**config.mk**
```make
export PLATFORM = sky130hd
export DESIGN_NAME = note_sequencer_flat
export DESIGN_NICKNAME = d
export VERILOG_FILES = /design/src/rtl/note_sequencer_if.sv /design/src/rtl/note_sequencer.sv /design/src/flat_wrapper.sv
export SDC_FILE = /design/constraint.sdc
export NUM_CORES = 1
export LEC_CHECK = 0
export ABC_AREA = 0
export CAP_MARGIN = 20
export CORE_MARGIN = 5
export CORE_UTILIZATION = 25
export DETAILED_ROUTE_END_ITERATION = 16
export PLACE_DENSITY_LB_ADDON = 0.1
export SLEW_MARGIN = 20
export SYNTH_ARGS = -nofsm -noshare
export SYNTH_HDL_FRONTEND = slang
export SYNTH_SLANG_ARGS = --single-unit
```
**constraint.sdc**
```tcl
create_clock -name clk -period 8.9 [get_ports clk]
set_input_delay 1.335 -clock clk [delete_from_list [all_inputs] [get_ports clk]]
set_output_delay 1.335 -clock clk [all_outputs]
set_load 0.005 [all_outputs]
```
**src/rtl/note_sequencer_if.sv**
```systemverilog
// Control, table-write and voice-output bundle between board I/O and note_sequencer.
// master drives playback controls and table writes; slave is the sequencer itself.
interface note_sequencer_if #(
  parameter int ADDR_W = 4,
  parameter int HP_W   = 20
);
  logic              start;
  logic              stop;
  logic              loop_en;
  logic [ADDR_W-1:0] last_step;
  logic              wr_en;
  logic [ADDR_W-1:0] wr_addr;
  logic [HP_W+9:0]   wr_data;
  logic              busy;
  logic [ADDR_W-1:0] step_idx;
  logic [HP_W-1:0]   half_period;
  logic              gate;
  logic              noise_en;
  logic              note_strobe;
  logic              done;

  modport master (
    output start, stop, loop_en, last_step, wr_en, wr_addr, wr_data,
    input  busy, step_idx, half_period, gate, noise_en, note_strobe, done
  );

  modport slave (
    input  start, stop, loop_en, last_step, wr_en, wr_addr, wr_data,
    output busy, step_idx, half_period, gate, noise_en, note_strobe, done
  );
endinterface

```
**src/rtl/note_sequencer.sv**
```systemverilog
// Steps through a writable table of tone/rest/noise entries at a tempo of TICK_DIV clocks per tick.
// Define NOTE_SEQ_NOISE_EN to let each step's noise bit drive noise_en; otherwise noise_en stays 0.
module note_sequencer #(
  parameter int TICK_DIV  = 500000,
  parameter int GAP_TICKS = 1,
  parameter int ADDR_W    = 4,
  parameter int HP_W      = 20
) (
  input logic clk,
  input logic reset,
  note_sequencer_if.slave bus
);

  localparam logic [2:0] IDLE    = 3'd0;
  localparam logic [2:0] LOAD    = 3'd1;
  localparam logic [2:0] PLAY    = 3'd2;
  localparam logic [2:0] GAP     = 3'd3;
  localparam logic [2:0] ADVANCE = 3'd4;
  localparam logic [2:0] DONE    = 3'd5;

  localparam int PS_W  = $clog2(TICK_DIV);
  localparam int CNT_W = (GAP_TICKS > 255) ? $clog2(GAP_TICKS + 1) : 8;
  localparam logic [PS_W-1:0] PS_LAST = PS_W'(TICK_DIV - 1);
  localparam bit HAS_GAP = (GAP_TICKS > 0);

`ifdef NOTE_SEQ_NOISE_EN
  localparam bit NOISE_ON = 1'b1;
`else
  localparam bit NOISE_ON = 1'b0;
`endif

  logic [HP_W+9:0]   step_table [2**ADDR_W];
  logic [2:0]        state;
  logic [2:0]        next_state;
  logic [PS_W-1:0]   prescaler;
  logic [CNT_W-1:0]  cnt;
  logic              rest_q;
  logic              noise_q;
  logic [ADDR_W-1:0] step_idx;
  logic [HP_W-1:0]   half_period;
  logic              busy;
  logic              gate;
  logic              noise_en;
  logic              note_strobe;
  logic              done;

  logic [HP_W+9:0]   entry;
  logic [7:0]        entry_dur;
  logic [HP_W-1:0]   entry_hp;
  logic              entry_rest;
  logic              entry_noise;
  logic              tick;
  logic              last_tick;
  logic              rest_sel;
  logic              noise_sel;

  assign entry       = step_table[step_idx];
  assign entry_dur   = entry[7:0];
  assign entry_hp    = entry[HP_W+7:8];
  assign entry_rest  = entry[HP_W+8];
  assign entry_noise = entry[HP_W+9];

  assign tick      = (prescaler == PS_LAST);
  assign last_tick = tick && (cnt == CNT_W'(1));

  // In LOAD the outputs for the coming PLAY come straight from the table entry.
  assign rest_sel  = (state == LOAD) ? entry_rest  : rest_q;
  assign noise_sel = (state == LOAD) ? entry_noise : noise_q;

  assign bus.busy        = busy;
  assign bus.step_idx    = step_idx;
  assign bus.half_period = half_period;
  assign bus.gate        = gate;
  assign bus.noise_en    = noise_en;
  assign bus.note_strobe = note_strobe;
  assign bus.done        = done;

  always_ff @(posedge clk) begin
    if (bus.wr_en) begin
      step_table[bus.wr_addr] <= bus.wr_data;
    end
  end

  always_comb begin
    next_state = state;
    case (state)
      IDLE:    if (bus.start) next_state = LOAD;
      LOAD:    next_state = (entry_dur == 8'd0) ? ADVANCE : PLAY;
      PLAY:    if (last_tick) next_state = HAS_GAP ? GAP : ADVANCE;
      GAP:     if (last_tick) next_state = ADVANCE;
      ADVANCE: next_state = (step_idx == bus.last_step && !bus.loop_en) ? DONE : LOAD;
      DONE:    next_state = IDLE;
      default: next_state = IDLE;
    endcase
    if (bus.stop) begin
      next_state = IDLE;
    end
  end

  // Every output is a register loaded from next_state, so stop and reset take effect cleanly.
  always_ff @(posedge clk or posedge reset) begin
    if (reset) begin
      state       <= IDLE;
      prescaler   <= '0;
      cnt         <= '0;
      rest_q      <= 1'b0;
      noise_q     <= 1'b0;
      step_idx    <= '0;
      half_period <= '0;
      busy        <= 1'b0;
      gate        <= 1'b0;
      noise_en    <= 1'b0;
      note_strobe <= 1'b0;
      done        <= 1'b0;
    end else begin
      state       <= next_state;
      busy        <= (next_state != IDLE);
      done        <= (next_state == DONE);
      note_strobe <= (state == LOAD) && (next_state == PLAY);
      gate        <= (next_state == PLAY) && !rest_sel;
      noise_en    <= (next_state == PLAY) && noise_sel && NOISE_ON;

      if ((next_state == state) && (state == PLAY || state == GAP)) begin
        prescaler <= tick ? '0 : prescaler + PS_W'(1);
      end else begin
        prescaler <= '0;
      end

      case (state)
        IDLE: begin
          if (next_state == LOAD) step_idx <= '0;
        end
        LOAD: begin
          if (next_state == PLAY) begin
            half_period <= entry_hp;
            rest_q      <= entry_rest;
            noise_q     <= entry_noise;
            cnt         <= CNT_W'(entry_dur);
          end
        end
        PLAY: begin
          if (tick) begin
            cnt <= (next_state == GAP) ? CNT_W'(GAP_TICKS) : cnt - CNT_W'(1);
          end
        end
        GAP: begin
          if (tick) cnt <= cnt - CNT_W'(1);
        end
        ADVANCE: begin
          if (next_state == LOAD) begin
            step_idx <= (step_idx == bus.last_step) ? '0 : step_idx + ADDR_W'(1);
          end
        end
        default: ;
      endcase
    end
  end

endmodule
```
**src/flat_wrapper.sv**
```systemverilog
// flat-port wrapper written by rule: the top's interface ports become plain ports
module note_sequencer_flat 
#(
  parameter int TICK_DIV  = 500000,
  parameter int GAP_TICKS = 1,
  parameter int ADDR_W    = 4,
  parameter int HP_W      = 20
)
  (clk, reset, bus_start, bus_stop, bus_loop_en, bus_last_step, bus_wr_en, bus_wr_addr, bus_wr_data, bus_busy, bus_step_idx, bus_half_period, bus_gate, bus_noise_en, bus_note_strobe, bus_done);
  note_sequencer_if #(.ADDR_W(ADDR_W), .HP_W(HP_W)) bus_i ();
  input logic clk;
  input logic reset;
  input wire logic [$bits(bus_i.start)-1:0] bus_start;
  input wire logic [$bits(bus_i.stop)-1:0] bus_stop;
  input wire logic [$bits(bus_i.loop_en)-1:0] bus_loop_en;
  input wire logic [$bits(bus_i.last_step)-1:0] bus_last_step;
  input wire logic [$bits(bus_i.wr_en)-1:0] bus_wr_en;
  input wire logic [$bits(bus_i.wr_addr)-1:0] bus_wr_addr;
  input wire logic [$bits(bus_i.wr_data)-1:0] bus_wr_data;
  output wire logic [$bits(bus_i.busy)-1:0] bus_busy;
  output wire logic [$bits(bus_i.step_idx)-1:0] bus_step_idx;
  output wire logic [$bits(bus_i.half_period)-1:0] bus_half_period;
  output wire logic [$bits(bus_i.gate)-1:0] bus_gate;
  output wire logic [$bits(bus_i.noise_en)-1:0] bus_noise_en;
  output wire logic [$bits(bus_i.note_strobe)-1:0] bus_note_strobe;
  output wire logic [$bits(bus_i.done)-1:0] bus_done;
  assign bus_i.start = bus_start;
  assign bus_i.stop = bus_stop;
  assign bus_i.loop_en = bus_loop_en;
  assign bus_i.last_step = bus_last_step;
  assign bus_i.wr_en = bus_wr_en;
  assign bus_i.wr_addr = bus_wr_addr;
  assign bus_i.wr_data = bus_wr_data;
  assign bus_busy = bus_i.busy;
  assign bus_step_idx = bus_i.step_idx;
  assign bus_half_period = bus_i.half_period;
  assign bus_gate = bus_i.gate;
  assign bus_noise_en = bus_i.noise_en;
  assign bus_note_strobe = bus_i.note_strobe;
  assign bus_done = bus_i.done;
  note_sequencer #(.TICK_DIV(TICK_DIV), .GAP_TICKS(GAP_TICKS), .ADDR_W(ADDR_W), .HP_W(HP_W)) u_core (.clk(clk), .reset(reset), .bus(bus_i));
endmodule
```
==> run_results.csv, run 1 <==
group,metric,value,unit
yosys,synth-async-reset-ratio,0.113,
final_layout,regArea,15400,sq um
clocking,cts_buffers,61,
timing,finalClockSkew,50.2,ps
yosys,synth_fp_nets,1116,
worst_setup_path,critPathCaptureType,"flip-flop",
detailed_routing,drt_iter0_markers,831,
global_route,grt_use_total,0.126,
final_layout,final_core_util,0.303,
clocking,cts_htree_levels,2,
final_layout,multiInputGateArea,5040,sq um
die,fp.dieW,298,um
detailed_routing,wl_per_cell,24.4,um
worst_setup_path,worstPathArrival,4760,ps
detailed_routing,final_antenna_net_count,0,
pwr,p_leak,7.71,nW
global_route,grt_pass1_wl,81700,um
yosys,synth_seq_area_share,0.746,
worst_setup_path,cp.required,9410,ps
pwr,p_total,5.61,mW
clocking,ctsRootBufferMaster,"clkbuf_16",
min_path,hold_class,"flip-flop to flip-flop",
yosys,synth-edff-count,464,
timing,final.min_clock_period,4260,ps
final_layout,fin_cells,2301,
place,dp_hpwl,29400,um
final_layout,stdcell_area,24800,sq um
final_layout,area_growth,20.2,%
timing,slew_headroom,0.357,
run_status,status,"finished clean",
die,core,82000,sq um
worst_setup_path,setup.worst_path.class,"flip-flop to flip-flop",
detailed_routing,drtPass1Iterations,5,
yosys,synthFlopType,"edfxtp_1",
yosys,yosysTopAreaCell,"edfxtp_1",
clocking,clkTransAtPathRegs,60,ps
final_layout,finalNetCount,1227,
die,rows,105,
detailed_routing,vias_per_cell,4.56,
final_layout,final_common_cell,"edfxtp_1",
clocking,insertion_delay,630,ps
clocking,clock_sinks,523,
clocking,cts-hold-fix-buffers,0,
timing,fin_tns_setup,0,ps
global_route,antenna_found_initial,4,
place,placed_cells,2185,
yosys,postSynthAreaPerCell,19.4,sq um
pwr,p_sw_frac,0.216,
yosys,synth_area,20700,sq um
worst_setup_path,cp-start-kind,"flip-flop",
timing,hold_violations,0,
detailed_routing,route.detailed.drc,0,
final_layout,layout-drive-gt1-share,0.204,
die,die_y,298,um
pwr,pwr-share-clk,0.445,
final_layout,fillers,8062,
die,die_area,88500,sq um
yosys,postSynthCellCount,1068,
clocking,post-cts-setup-buffer-count,0,
worst_setup_path,worstPathMaxFanout,43,
timing,layout_setup_ws,4640,ps
clocking,cts_resized,0,
timing,holdWs,486,ps
final_layout,mostFrequentLayoutCells,"edfxtp_1, mux4_2, clkdlybuf4s50_1",
global_route,grt_max_degree,87,
die,initial_utilization,0.252,
timing,period_share,0.478,
detailed_routing,wirelength,56200,um
timing,tightestPinTransition,964,ps
timing,rsz0062_at_grt,"false",
yosys,yosysWarnings,0,
timing,drv_slew,0,
pwr,power.density,226,nW/um^2
pwr,p_comb_frac,0.052,
timing,setup_viol_count_final,0,
die,ios,73,
yosys,synth_area_leaders,"edfxtp_1, mux4_2, dfrtp_1",
place,place_area,22800,sq um
clocking,cts_tree,"done",
global_route,overflow,0,
place,gp_congestion,0.723,
pwr,net-switching-power,1.21,mW
place,portBuffers,70,
yosys,yosysUniqueCellTypes,63,
final_layout,diodes,0,
timing,fmax,0.235,GHz
pwr,intPower,4.40,mW
pwr,peakVddDrop,0.163,mV
yosys,synth_seq_cells,523,
yosys,synth_top_area_frac,0.674,
job,maxCapViolations,0,
global_route,first_global_vias,11000,
detailed_routing,via_count,10500,
clocking,clockBufferDepth,3,
pwr,sequentialPowerShare,0.503,
place,place_ws,4530,ps
-- cell families after synthesis --
logic type / Yosys count / synth area share
flip-flops: 523 / 0.746
AND/OR/NAND/NOR: 162 / 0.0406
multiplexers: 157 / 0.140
AO/OA/AOI/OAI: 134 / 0.0467
buffers and inverters: 68 / 0.0163
XOR/XNOR: 19 / 0.00805
adder cells (fa/ha/maj): 4 / 0.00242
other: 1 / 0.000181
-- routing by layer --
layer | GRT usage | share of wire | vias up
met5 | 0 | 0.00062 | -
met3 | 0.0202 | 0.034 | 80
li1 | - | - | 4631
met4 | 0.0319 | 0.020 | 6
met1 | 0.182 | 0.48 | 5581
met2 | 0.199 | 0.46 | 191
-- state kept, by name, indices dropped and copies added (netlist names) --
register                flops
u_core.bus.gate             1
u_core.step_table         464
u_core.prescaler           19
u_core.cnt                  8
u_core.bus.done             1
u_core.state                3
u_core.bus.busy             1
u_core.bus.note_strobe      1
u_core.bus.step_idx         4
u_core.bus.half_period     20
u_core.rest_q               1
-- worst max-delay path, cell delays in order (launching register included) --
cell,delay [ps]
dfrtp_4,640
buf_4,760
mux4_1,640
mux4_2,560
or2_4,300
nor4_4,480
nor2_4,30
buf_4,290
mux2_1,370
-- final cells by class --
type	instances	share of cell area
sequential	523	0.621
multi-input combinational	477	0.203
clock buffer	82	0.0675
tap	1070	0.0539
timing repair buffer	100	0.0386
clock inverter	33	0.0138
inverter	16	0.00247
-- power groups by stage --
stage | clock, mW | combinational [mW] | sequential [mW]
floorplan | 0 | 0.118 | 2.86
global placement | 0 | 0.295 | 2.87
detailed placement | 0 | 0.295 | 2.87
CTS | 2.59 | 0.296 | 2.82
finish | 2.50 | 0.289 | 2.82
global route | 2.69 | 0.320 | 2.83
-- Yosys cell counts (all sizes together) (16+ instances only) --
cell type / count
buf: 27
inv: 16
a21oi: 34
nor2: 56
nand2: 21
a221oi: 20
dfrtp: 59
mux2i: 42
edfxtp: 464
clkbuf: 25
a21o: 19
mux4: 104
-- final timing paths --
kind                                                start                        end  depth (start not counted)  slack [ps]
worst max-delay path               u_core.bus.step_idx[0]  u_core.bus.half_period[6]                          8        4640
worst min-delay path            u_core.bus.half_period[0]  u_core.bus.half_period[0]                          1         490
worst max register to register     u_core.bus.step_idx[0]  u_core.bus.half_period[6]                          8        4640
worst min register to register  u_core.bus.half_period[0]  u_core.bus.half_period[0]                          1         490
max in group asynchronous                           reset              u_core.cnt[4]                          4        7200
min in group asynchronous                           reset  u_core.bus.half_period[3]                          3        1110
Power figures use the tool's default switching activity.
==> run 2, diff against run 1 <==
Clock period 8.9 ns to 4.1 ns, I/O delays scaled along.
==> run 2 against run 1 <==
Setup slack lost 4100 ps. Sequential cell count unchanged. First-iteration DRC count is 8.8% lower. Clock-buffer cell count up 1. Die area is the same. Fmax up 20%. Global-route usage rose by 0.099 points. Clock power increased by 110%. Clock skew down 2.3 ps. Utilization grew 0.072 points. Power rose by 110%. Critical path type unchanged. Largest cell class unchanged.
==> run_results.csv, run 2 (synthesis gave the netlist of run 1 again) <==
group,metric,value,unit
global_route,antenna_found_initial,2,
timing,rsz0062_at_grt,"false",
final_layout,diodes,0,
worst_setup_path,rr_startpoint,"u_core.bus.step_idx[0]",
pwr,peakVddDrop,0.403,mV
final_layout,top_register,"u_core.step_table",
clocking,cts_buffers,60,
clocking,cts_htree_levels,2,
clocking,insertion_delay,630,ps
worst_setup_path,r2r_setup_slack,550,ps
timing,fmax,0.281,GHz
place,place_area,23000,sq um
die,initial_utilization,0.252,
worst_setup_path,worstPathMaxFanout,26,
die,ios,73,
final_layout,reg_top3,"u_core.step_table (464), u_core.bus.half_period (20), u_core.prescaler (19)",
global_route,grt_pass1_wl,82400,um
pwr,p_leak,7.74,nW
worst_setup_path,cp.required,4660,ps
place,gp_congestion,0.724,
detailed_routing,route.detailed.drc,0,
worst_setup_path,critPathCaptureType,"flip-flop",
timing,final.min_clock_period,3550,ps
run_status,status,"finished clean",
worst_setup_path,slowest_stage,"dfrtp_4",
global_route,grt_max_degree,39,
timing,fin_tns_setup,0,ps
die,rows,105,
clocking,clockBufferDepth,3,
die,fp.dieW,298,um
timing,finalClockSkew,47.8,ps
timing,slew_headroom,0.311,
timing,tightestPinTransition,1030,ps
final_layout,largest_register_ff_count,464,
detailed_routing,wirelength,56700,um
worst_setup_path,cpPeakStageDelay,800,ps
clocking,cts-hold-fix-buffers,0,
global_route,grt_use_total,0.127,
timing,hold_violations,0,
min_path,hold_class,"input port to async pin",
final_layout,area_growth,20.5,%
worst_setup_path,reg2reg_depth,6,
global_route,first_global_vias,11200,
clocking,clkTransAtPathRegs,60,ps
final_layout,final_common_cell,"edfxtp_1",
pwr,power.density,478,nW/um^2
final_layout,mostFrequentLayoutCells,"edfxtp_1, mux4_2, clkdlybuf4s50_1",
detailed_routing,drt_iter0_markers,758,
place,dp_hpwl,31300,um
place,portBuffers,70,
worst_setup_path,cp-endpoint,"u_core.cnt[0]",
clocking,cts_tree,"done",
clocking,ctsRootBufferMaster,"clkbuf_16",
worst_setup_path,setup.worst_path.class,"flip-flop to flip-flop",
final_layout,finalNetCount,1244,
detailed_routing,final_antenna_net_count,0,
timing,setup_viol_count_final,0,
die,die_area,88500,sq um
die,core,82000,sq um
detailed_routing,wl_per_cell,24.5,um
worst_setup_path,worstPathArrival,4110,ps
detailed_routing,vias_per_cell,4.60,
detailed_routing,drtPass1Iterations,5,
job,maxCapViolations,0,
detailed_routing,via_count,10600,
worst_setup_path,r2r_end,"u_core.cnt[0]",
worst_setup_path,cp-start-kind,"flip-flop",
timing,drv_slew,0,
worst_setup_path,critical_path.cell_chain,"mux4_1 -> mux4_2 -> or2_4 -> or4_4 -> a21oi_4 -> o211a_1",
final_layout,layout-drive-gt1-share,0.209,
global_route,overflow,0,
clocking,clock_sinks,523,
worst_setup_path,critPathLaunch,"u_core.bus.step_idx[0]",
timing,period_share,0.867,
clocking,cts_resized,0,
die,die_y,298,um
final_layout,stdcell_area,24900,sq um
clocking,post-cts-setup-buffer-count,0,
## run 2: worst min-delay path by stage
stage / start / end
global placement: u_core.rest_q / u_core.rest_q
floorplan: u_core.rest_q / u_core.rest_q
detailed placement: u_core.bus.half_period[18] / u_core.bus.half_period[18]
global route: reset / u_core.bus.half_period[13]
finish: reset / u_core.bus.half_period[13]
CTS: reset / u_core.bus.half_period[13]
## run 2: power breakdown
group,internal [mW],switching (mW)
logic,0.294,0.337
registers,6.02,0.120
clock network,3.00,2.13
total,9.31,2.59
## run 2: worst max-delay path, delay by kind of cell, from the launching register on
| kind | cells | cell delay [ps] |
|---|---|---|
| and+or+nand+nor | 2 | 1010 |
| AOI/OAI and AO/OA | 2 | 480 |
| DFF | 1 | 800 |
| muxes | 2 | 1200 |
## run 2: cell type report
cell class | instances | area [sq um]
inverter | 16 | 61.3
multi-input combinational | 477 | 5040
sequential | 523 | 15400
clock buffer | 83 | 1660
fill | 8040 | 57100
timing repair buffer | 118 | 1140
clock inverter | 26 | 241
tap | 1070 | 1340
## run 2: routing by layer
layer	track usage	routed length, um
met3	0.0203	1850
met4	0.0329	1240
met1	0.187	27800
met2	0.196	25800
met5	0	30
## run 2: metrics by stage
| step | util | hold slack, ps | worst slack, ps | power, mW | instances |
|---|---|---|---|---|---|
| floorplan | - | 454 | 516 | 6.47 | 1068 |
| global placement | 0.281 | 471 | 509 | 6.88 | 2204 |
| detailed placement | 0.281 | 479 | 507 | 6.89 | 2204 |
| CTS | 0.304 | 394 | 525 | 12.1 | 2313 |
| global route | 0.304 | 416 | 392 | 12.4 | 2313 |
| finish | 0.304 | 419 | 547 | 11.9 | 2313 |
==> RTL edit: new RTL, config.mk and constraints of run 2 <==
`ADDR_W` is set to 4 in 3 places; all go to 6.
--- a/src/rtl/note_sequencer_if.sv
+++ b/src/rtl/note_sequencer_if.sv
@@ -2,5 +2,5 @@
 // master drives playback controls and table writes; slave is the sequencer itself.
 interface note_sequencer_if #(
-  parameter int ADDR_W = 4,
+  parameter int ADDR_W = 6,
   parameter int HP_W   = 20
 );
--- a/src/rtl/note_sequencer.sv
+++ b/src/rtl/note_sequencer.sv
@@ -4,5 +4,5 @@
   parameter int TICK_DIV  = 500000,
   parameter int GAP_TICKS = 1,
-  parameter int ADDR_W    = 4,
+  parameter int ADDR_W    = 6,
   parameter int HP_W      = 20
 ) (
--- a/src/flat_wrapper.sv
+++ b/src/flat_wrapper.sv
@@ -4,5 +4,5 @@
   parameter int TICK_DIV  = 500000,
   parameter int GAP_TICKS = 1,
-  parameter int ADDR_W    = 4,
+  parameter int ADDR_W    = 6,
   parameter int HP_W      = 20
 )
Ports: changed (resized bus_last_step, bus_step_idx and bus_wr_addr); port bits go from 73 to 79. The function was not compared with the original's and may differ.
==> RTL edit against run 2 <==
  * Synthesized area rose to 3.6 times the old value
  * Global-route usage grew 2.6 points
  * Routed wire length rose to 4.2 times the old value
  * Final area rose to 3.6 times the old value
  * Clock power rose to 3.6 times the old value
  * Die area grew to 3.5 times the old value
  * First-iteration DRC count grew to 4.1 times the old value
  * Setup slack got worse by 0.39 ns
  * Sequential cell count increased by 1394
  * Sequential share of layout area increased by 2.8 points
  * Hold slack worse by 0.26 ns
  * Via count increased to 3.3 times the old value
  * Total power grew to 3.5 times the old value
  * Count of clock-buffer cells in the layout is 212 higher
  * Critical endpoint is now u_core.cnt[1]
  * Largest power group unchanged
==> RTL edit: results (changes against run 2) <==
* Worst slew pin tran at 1.12 ns (+0.0830 ns)
* Outcome: completed
* Detailed Route Iter0 Violations at 3126 (+310%)
* Count of mapped cells out of synthesis at 3136 (+190%)
* Met3 global-route usage at 2.73% (+0.70 points)
* Largest registers: u_core.step_table (1856), u_core.bus.half_period (20), u_core.prescaler (19)
* Standard cell with the maximum stage delay on the critical path: or4_4
* Destination of the worst register-to-register timing path: u_core.cnt[1]
* GR Layer Usage met2 at 25.3% (+5.8 points)
* GRT Overall Usage at 15.2% (+2.6 points)
* Kind of cell with the highest combined delay on the critical path: compound AO/OA/AOI/OAI gates
* Number of buffers inserted by port buffering at 76 (+8.6%)
* Share of cells above drive strength 1 at 33.6% (+13 points)
* Clock Tree Buf Depth at 4 (+1)
* Achievable clock frequency at 254 MHz (-9.9%)
* First-pass GRT wire length at 323 mm (+290%)
* Clock buffers created by TritonCTS at 220 (+270%)
* Net count reported at finish at 3596 (+190%)
* DR WL/cell at 31.2 microns (+27%)
* Leakage dissipation at 0.0264 uW (+240%)
* Global placer's final weighted congestion at 0.722 (-0.23%)
* Antenna violations before repair at 27 (+25)
* Wire length after detailed routing at 238 mm (+320%)
* Flop-to-flop setup slack at 0.16 ns (-0.39 ns)
* Sequential Power at 21900 uW (+260%)
* Routed via count at 34800 (+230%)
* Instance area at placement at 81800 sq um (+260%)
* Area contributors post-synth: edfxtp_1 (75%), mux4_2 (17%), dfrtp_1 (2.1%)
* Worst Setup Slack post-DPL at -0.0659 ns (-0.573 ns)
* Routed metal-1 wire length at 105 mm (+280%)
* Unique masters post-synth at 75 (+19%)
* Placed insts at 7237 (+230%)
* FILL cells at 28400 (+250%)
* Number of H-tree branching levels at 4 (+2)
* Nets in the synthesized netlist at 3188 (+190%)
* Placed wire-length estimate at 142 mm (+350%)
* Worst hold slack at 0.157 ns (-0.262 ns)
* Internal Pwr Total at 32600 uW (+250%)
* Met1 usage at 20.7% (+2.0 points)
* Number of cell instances on the worst register-to-register path at 10 (+4)
* Synthesized-area fraction occupied by xor and xnor cells at 0.260% (-0.55 points)
* Share of flip-flops with an asynchronous set or reset at 3.18% (-8.1 points)
RTL edit: cell count changes in the layout (fill, tap and decap cells not counted), sizes merged, moves of 13 or more:
cell / run 2 / this run
clkdlybuf4s50: 70 / 47
a221oi: 20 / 4
a21oi: 34 / 17
clkinv: 23 / 80
o22ai: 0 / 13
clkbuf: 83 / 295
nand2: 21 / 44
mux2: 11 / 26
a222oi: 13 / 0
nor2: 56 / 108
a21o: 19 / 2
buf: 48 / 303
mux4: 104 / 565
edfxtp: 464 / 1856
RTL edit: cell type report:
type | instances | share of cell area, %
diodes | 4 | 0.0113
clock buffers | 295 | 6.64
clock inverters | 99 | 0.833
inverters | 15 | 0.0665
multi-input cells | 1040 | 18.4
flip-flops and latches | 1917 | 64.7
well taps | 3919 | 5.54
repair buffers | 350 | 3.77
RTL edit: repair_timing:
item                                    4_1_cts  5_1_grt
setup buffers                                 0        4
gates resized for setup                       1        2
endpoints found under the setup margin        3        5
